$ cat src/rtl/uart_tx_fifo.sv
// Circular byte FIFO feeding a UART transmitter through a start-pulse/busy handshake.
// Optional UART_TX_FIFO_STATS_EN adds sent_cnt and clr_stats; the default build omits both.
module uart_tx_fifo #(
    parameter int WIDTH = 8,
    parameter int DEPTH = 8,
    parameter int AW    = 3,
    parameter int GUARD = 4
) (
    input  logic             clk,
    input  logic             rst_n,
    input  logic             wr_en,
    input  logic [WIDTH-1:0] wr_data,
    output logic             full,
    output logic             empty,
    output logic [AW:0]      level,
    output logic             overflow,
    output logic             tx_start,
    output logic [WIDTH-1:0] tx_data,
    input  logic             tx_busy,
`ifdef UART_TX_FIFO_STATS_EN
    input  logic             clr_stats,
    output logic [15:0]      sent_cnt,
`endif
    output logic             hs_err
);

    localparam int GW = (GUARD < 2) ? 1 : $clog2(GUARD);

    typedef enum logic [1:0] {
        IDLE = 2'd0,
        ARM  = 2'd1,
        WAIT = 2'd2
    } state_t;

    state_t           state;
    logic [WIDTH-1:0] mem [DEPTH];
    logic [AW-1:0]    wr_ptr;
    logic [AW-1:0]    rd_ptr;
    logic [GW-1:0]    guard_cnt;
    logic             push;
    logic             pop;

    assign full  = (level == (AW+1)'(DEPTH));
    assign empty = (level == '0);

    // Both qualifiers use start-of-cycle state, so a write at full is dropped even if a pop frees a slot.
    assign push = wr_en & ~full;
    assign pop  = (state == IDLE) & ~empty & ~tx_busy;

    always_ff @(posedge clk) begin
        if (push) begin
            mem[wr_ptr] <= wr_data;
        end
    end

    always_ff @(posedge clk) begin
        if (!rst_n) begin
            wr_ptr    <= '0;
            rd_ptr    <= '0;
            level     <= '0;
            overflow  <= 1'b0;
            hs_err    <= 1'b0;
            tx_start  <= 1'b0;
            tx_data   <= '0;
            guard_cnt <= '0;
            state     <= IDLE;
        end else begin
            if (push) begin
                wr_ptr <= wr_ptr + AW'(1);
            end
            if (pop) begin
                rd_ptr <= rd_ptr + AW'(1);
            end
            level <= level + (AW+1)'(push) - (AW+1)'(pop);
            if (wr_en && full) begin
                overflow <= 1'b1;
            end

            tx_start <= 1'b0;
            case (state)
                IDLE: begin
                    if (pop) begin
                        tx_start  <= 1'b1;
                        tx_data   <= mem[rd_ptr];
                        guard_cnt <= '0;
                        state     <= ARM;
                    end
                end
                ARM: begin
                    // On timeout the byte is treated as sent; the transmitter never acknowledged it.
                    if (tx_busy) begin
                        state <= WAIT;
                    end else if (guard_cnt == GW'(GUARD - 1)) begin
                        hs_err <= 1'b1;
                        state  <= IDLE;
                    end else begin
                        guard_cnt <= guard_cnt + GW'(1);
                    end
                end
                WAIT: begin
                    if (!tx_busy) begin
                        state <= IDLE;
                    end
                end
                default: state <= IDLE;
            endcase

`ifdef UART_TX_FIFO_STATS_EN
            if (clr_stats) begin
                overflow <= 1'b0;
                hs_err   <= 1'b0;
            end
`endif
        end
    end

`ifdef UART_TX_FIFO_STATS_EN
    always_ff @(posedge clk) begin
        if (!rst_n || clr_stats) begin
            sent_cnt <= '0;
        end else if (pop) begin
            sent_cnt <= sent_cnt + 16'd1;
        end
    end
`endif

endmodule
$ cat config.mk
export PLATFORM = sky130hd
export DESIGN_NAME = uart_tx_fifo
export DESIGN_NICKNAME = d
export VERILOG_FILES = /design/src/rtl/uart_tx_fifo.sv
export SDC_FILE = /design/constraint.sdc
export NUM_CORES = 1
export LEC_CHECK = 0
export CAP_MARGIN = 30
export CORE_MARGIN = 1.5
export CORE_UTILIZATION = 35
export CTS_CLUSTER_DIAMETER = 150
export CTS_CLUSTER_SIZE = 25
export DETAILED_ROUTE_END_ITERATION = 12
export PLACE_DENSITY = 0.63
export SLEW_MARGIN = 15
export SYNTH_ARGS = -nofsm -noshare
export SYNTH_HDL_FRONTEND = slang
export SYNTH_SLANG_ARGS = --single-unit
$ cat constraint.sdc
create_clock -name clk -period 5.85 [get_ports clk]
set_input_delay 0.8775 -clock clk [delete_from_list [all_inputs] [get_ports clk]]
set_output_delay 0.8775 -clock clk [all_outputs]
set_load 0.005 [all_outputs]
==> metrics list, run 1 <==
- The flow ran to the end, and the final reports show no timing, DRC or antenna violations.
- In the final design database the tool counted ~280 nets.
* Crit share post-route: 0.496
- The first global-routing pass estimated 10,200 µm of wire.
* Worst Setup Start Kind: flip-flop
- In this run, synthesis inferred 64 flip-flops with an integrated enable.
- RR Startpoint: level[2]
- The number of global-route vias before repair is between 1.5k and 2k.
- Hold Path Stages: 2
- Area added between synthesis and finish: 17.9%
- Dividing the detail-routed wire length by the instance count gives ~16 µm.
* Length in cells of the worst reg-to-reg path: 10
* Hold WC Path Type: flip-flop to flip-flop
- Summed over all layers, the routed wires come to roughly 6300 µm.
- Of all nets on the critical path, the largest fanout is 5.
* Htree depth: 3
- Clk pin slew, worst setup/hold paths: about 90 ps
- During placement, the flow inserted port buffers numbering 28.
* Detailed-route vias per instance: around 4.7
- The clock passes through at most 2 buffers.
- Overall global routing resource usage: 0.126
* Setup repair after global routing missed its margin: false
* Summed instance area of the synthesized netlist: roughly 3600 µm²
- Top cells by instance count after synthesis: 64 x edfxtp_1, 25 x dfxtp_1, 20 x nand2_1
- Clock tree synthesis inserted a total of 9 buffers.
* Worst hold endpoint: overflow
- At the end of routability-driven placement, the weighted congestion stood at around 0.71.
- Worst hold slack after final layout: 507 ps
* P per Cell Area: 388 nW/µm²
* Number of setup buffers added after CTS: 0
* TritonCTS clock tree: yes
- The first routing iteration left between 100 and 150 violations.
- Count of cell types in the netlist: 37
- Data required time of the worst path: approximately 5000 ps
* Post-synthesis sequential area ratio: 0.676
- From left edge to right edge, the die measures approximately 100 µm.
- The count of nets left with antenna violations once routing finished came out at 0.
* Worst-case clock skew: 10.1 ps
- At the pin with the least slew margin, the transition time is around 900 ps.
- Max VDD drop: around 0.14 mV
- The pre-antenna-repair detailed-routing pass consisted of 4 iterations.
* Ant. Diodes: 0
- Leading register cell type out of synthesis: edfxtp_1
- The worst setup path is of the flip-flop to output port kind.
- Ys async rst share: 0
- Synthesized area per cell: about 16 µm²
* Fraction of post-synthesis cell area in the top cell type by area: 0.537
- Counting every instance in the synthesized netlist gives 220.
- Clock latency of the later-clocked register in the worst-skew pair: approximately 360 ps
- The number of hold buffers added after CTS was 0.
* Number of hold violations in the final report: 0
- Initial antenna violation count: 0
* Die ar.: 10,800 µm²
- Across the run, the number of max-cap violations was 0.
- The clock drives 89 sinks.
- The worst register-to-register path has a setup slack of between 3000 and 4000 ps.
* Final-layout fill cell count: 900
- During I/O placement, the number of pins put on the boundary was 29.
- Synthesis inferred 89 register bits.
- Clock tree root buffer cell: clkbuf_8
- Reg2reg end: level[2]
* Critical Path AT: ~2000 ps
* Total number of vias: about 1.8k
* Number of design rule violations left after detail routing: 0
- For this configuration, the core starts out at a cell density of 0.363.
* Final setup violating endpoints: 0
- Shortest clock period the worst path allows after layout: 2900 ps
* Standard cell core area: ~10000 µm²
- The number of nets in the synthesized netlist is between 200 and 250.
* Setup_tns: 0 ps
* Source of the worst hold timing path: overflow
* Worst-case setup slack after placement: 2760 ps
- Summed over all instances, the cell type with the most area after synthesis is edfxtp_1.
* Fraction of final layout cells with drive strength greater than 1: 0.134
- Die boundary height: around 100 µm
* Kind of capture point of the worst setup path: output port
- Leakage power of the design: 1.45 nW
* Cell count after placement: roughly 380
- Most numerous cell in the Yosys netlist: edfxtp_1
- The HPWL after detailed placement is roughly 4100 µm.
* Count of placed standard cells in the final layout, fillers left out: around 400
* Highest clock rate: between 0.3 and 0.4 GHz
- Final slew viol count: 0
- Row count: 36
* Largest net degree at the start of global routing: 26
- Count of instances resized after the clock tree is built: 0
- Leftover overflow at the end of global routing: 0
* Fin worst setup slack: a little under 3000 ps
- Leading cell types by total area after synthesis: edfxtp_1 54%, dfxtp_1 14%, mux4_1 8.1%
- Count of yosys warnings during synthesis: 0
- Worst max-slew margin expressed relative to the limit: 0.403
- Final Power: 1.64 mW
[final cells by class]
cell class                 count  area [µm²]  share of cell area
sequential                    89        2420               0.574
multi-input combinational    114        1060               0.250
timing repair buffer          34         345              0.0818
tap                          133         166              0.0394
clock buffer                   9         124              0.0293
clock inverter                 7        77.6              0.0184
inverter                       8        30.0             0.00711
[state kept, by name, indices dropped and copies added (netlist names)]
name / flops
hs_err: 1
tx_start: 1
state: 2
guard_cnt: 2
mem: 64
level: 4
rd_ptr: 3
overflow: 1
wr_ptr: 3
tx_data: 8
[kinds of logic after synthesis]
logic type | count (synthesis) | share of synthesized area
AO/OA/AOI/OAI | 24 | 0.0405
XOR/XNOR | 6 | 0.0147
adder cells (fa/ha/maj) | 10 | 0.0370
buffers and inverters | 17 | 0.0283
flip-flops | 89 | 0.676
multiplexers | 18 | 0.118
AND/OR/NAND/NOR | 56 | 0.0853
[stage by stage]
stage | cell area [µm²] | utilization
floorplan | 3580 | -
global route | 4220 | 0.428
CTS | 4210 | 0.427
finish | 4220 | 0.428
global placement | 3970 | 0.403
detailed placement | 4010 | 0.406
[metal layers]
metal / up-vias / GRT usage / wire, µm
met5: - / 0 / 0
met4: 0 / 0.0476 / 107
met3: 10 / 0.0370 / 206
met2: 33 / 0.212 / 3090
met1: 901 / 0.153 / 2930
li1: 902 / - / -
[power by group]
group          leakage, nW  internal (mW)  switching [mW]
Clock                0.100          0.201           0.225
Sequential           0.786          0.742          0.0580
Combinational        0.564          0.245           0.169
Total                 1.45           1.19           0.452
[critical path: stages, from the launching register on]
cell	delay, ps
dfxtp_1	320
inv_1	110
ha_1	150
or3b_2	500
inv_1	90
clkdlybuf4s50_1	490
[cell usage in the layout, fill, tap and decap left out, drive strengths merged, types with 2 or more instances in the layout]
master         instances
a31oi                  9
xnor2                  2
and2                   8
xor2                   4
o21ai                  8
clkinv                 3
a21oi                  3
nor2                   7
buf                    6
nand2b                 2
dfxtp                 25
clkdlybuf4s50         28
clkbuf                 9
nand3                  4
ha                     9
mux4                  16
or3b                   2
edfxtp                64
nor2b                  6
a21boi                 2
and3                   2
mux2i                  2
nor3                   3
inv                   10
nand2                 20
[worst max-delay path by stage]
stage | endpoint | cells past startpoint | start
floorplan | level[2] | 10 | tx_busy
finish | full | 5 | level[2]
CTS | full | 5 | level[2]
global route | full | 5 | level[2]
detailed placement | level[3] | 10 | tx_busy
global placement | level[2] | 9 | tx_busy
(Power assumes the default switching activity.)
==> run 2, diff against run 1 <==
==> constraint.sdc (replaced) <==
create_clock -name clk -period 2.8 [get_ports clk]
set_input_delay 0.42 -clock clk [delete_from_list [all_inputs] [get_ports clk]]
set_output_delay 0.42 -clock clk [all_outputs]
set_load 0.005 [all_outputs]
==> metrics list, run 2 (synthesized netlist as in run 1, its figures left out) <==
- Ant. Diodes: 0
* Top register by number of flip-flops: mem
- Chain of cells forming the critical path: inv_1 > ha_1 > or3b_2 > inv_1 > clkdlybuf4s50_1
- Total of hold buffers inserted after clock tree synthesis: 0
- Global-route met3 utilization: 0.0451
- For this run, the top clock speed supported by timing is 0.409 GHz.
* Count of clock tree sinks: 89
* Net total in the final layout: 283
- For this block, the routed nets add up to approximately 6300 µm of wire.
- The register with the most flip-flops in the layout has between 60 and 70 of them.
* Clock latency of the later-clocked register in the worst-skew pair: 370 ps
* Setup repair after global routing missed its margin: false
* Number of design rule violations left after detail routing: 0
- Final weighted congestion in routability-driven placement: around 0.7
- In this design, the largest share of critical-path delay is due to buffers and inverters.
- Max VDD drop: roughly 0.34 mV
- Registers with the most flip-flops: mem: 64 flops, tx_data: 8 flops, level: 4 flops
- The count of buffers added on input and output ports is 28.
* Path type of the worst setup path: flip-flop to output port
* FF/Latch Area: roughly 2400 µm²
- STA puts the critical path data arrival time at 2020 ps.
- The first global-routing pass estimated between 10,000 and 15,000 µm of wire.
* Worst-case clock skew: ~12 ps
- Worst hold slack after final layout: around 500 ps
- For this run, the share of the core covered by cells in the final layout is 0.429.
- Pre-Repair DR Iteration Count: 4
- The number of antenna violations at the first check in global routing came to 0.
- Leakage power of the design: between 1 and 1.5 nW
- Count of instances resized after the clock tree is built: 0
- The number of global-route vias before repair came to roughly 1.8k.
- Initial core utilization: 0.363
- Number of hold violations in the final report: 0
- Worst Max-Slew Pin Slew: around 790 ps
- Worst max-slew margin expressed relative to the limit: 0.475
- Die boundary height: roughly 100 µm
* Detailed-route vias per instance: between 4 and 5
- P per Cell Area: 797 nW/µm²
- The floorplan step defined a die boundary enclosing approximately 11,000 µm².
- For met2 alone, demand over resource in global routing was 0.197.
* Overall global routing resource usage: 0.126
* Commonest non-fill, non-tap cells in the layout: 64 x edfxtp_1, 28 x clkdlybuf4s50_1, 25 x dfxtp_1
- Dividing the detail-routed wire length by the instance count gives around 16 µm.
* Worst Path Max Fanout: 5
- Max clock buf depth: 2
- The number of slew-limit violations in the final report came to 0.
* Row count: 36
* Hold WC Path Type: flip-flop to flip-flop
* Maximum cell stage delay along the critical path: a little over 500 ps
- Die X-Extent: about 100 µm
- The detail route stage leaves a number of antenna-violating nets equal to 0.
- Total number of vias: approximately 1.9k
- Clock tree root buffer cell: clkbuf_8
* Kind of capture point of the worst setup path: output port
- In the final layout, the multi-input gates occupy approximately 1100 µm².
- Crit share post-route: 0.873
- Shortest clock period the worst path allows after layout: ~2400 ps
- In this run the standard cell core region covers about 10000 µm².
- Detailed placement ended at an HPWL of between 3000 and 4000 µm.
- After routing, the total negative slack on setup checks comes to 0 ps.
- Top-level port count: 29
- Number of buffer and inverter instances along the worst setup path: 3
- Final-layout fill cell count: 851
* Largest net degree at the start of global routing: 26
- Fraction of final layout cells with drive strength greater than 1: 0.150
* Data required time of the worst path: about 2400 ps
- The library cell used most frequently in the layout, excluding fill and tap cells, is edfxtp_1.
- Top cell by count, worst path: inv_1
* Htree depth: 3
- Setup violations remaining at the end of the flow were counted as 0.
- The slowest stage of the critical path belongs to the cell or3b_2.
- Leftover overflow at the end of global routing: 0
* Outcome: completed
- In this run the post-CTS setup repair buffer count came out at 0.
* Area added between synthesis and finish: 18.2%
- Across the run, the number of max-cap violations was 0.
- Worst Setup Start Kind: flip-flop
- Grt peak-use layer: met2
- Clock-pin slew was measured on the worst setup and hold paths at 90 ps.
- TritonCTS built the clock tree.
- Starting DRC count in detailed routing: 79
- Grt met1 use: 0.161
* Clock buffers created by TritonCTS: 9
[run 2: cell types whose count changed in the layout (fill, tap and decap cells not counted)]
cell        delta
buf_16         -1
clkinv_8       +1
bufinv_16      -1
clkinvlp_4     -1
clkinv_2       -1
buf_4          +6
inv_6          +1
inv_8          +1
[run 2: final cells by class]
type	instances	share of cell area
Clock buffer	9	0.0293
Inverter	8	0.00709
Tap cell	133	0.0393
Sequential cell	89	0.572
Timing Repair Buffer	39	0.0857
Clock inverter	7	0.0168
Multi-Input combinational cell	114	0.250
[run 2: through the flow]
stage	cell area, µm²	std cells	power (mW)	setup WS, ps
after floorplan	3580	220	2.26	266
after global routing	4230	399	3.56	249
after CTS	4230	399	3.42	332
after detailed placement	4040	383	2.57	272
final	4230	399	3.37	356
after global placement	4040	383	2.56	294
[run 2: worst paths after layout]
check / startpoint / endpoint / slack [ps] / cells past startpoint
max: level[2] / full / 360 / 5
min reg2reg: overflow / overflow / 500 / 2
min: overflow / overflow / 500 / 2
max reg2reg: level[2] / level[2] / 410 / 10
[run 2: power breakdown]
part / total [mW] / internal [mW] / leakage (nW) / switching, mW
Clock: 0.857 / 0.349 / 0.0995 / 0.509
Sequential: 1.62 / 1.55 / 0.786 / 0.0677
Combinational: 0.898 / 0.499 / 0.584 / 0.399
[run 2: worst reg2reg max path, stage by stage (launching register included)]
cell and delay, ps:
dfxtp_1 320, inv_1 100, ha_1 150, or3b_2 510, nand2_1 160, ha_1 150, inv_1 40, ha_1 190
fa_1 380, xor2_1 140, and2_1 140
[run 2: layer usage]
layer,part of all wire,up-vias
li1,-,919
met1,0.47,904
met2,0.48,38
met3,0.040,7
met4,0.0096,0
met5,0,-
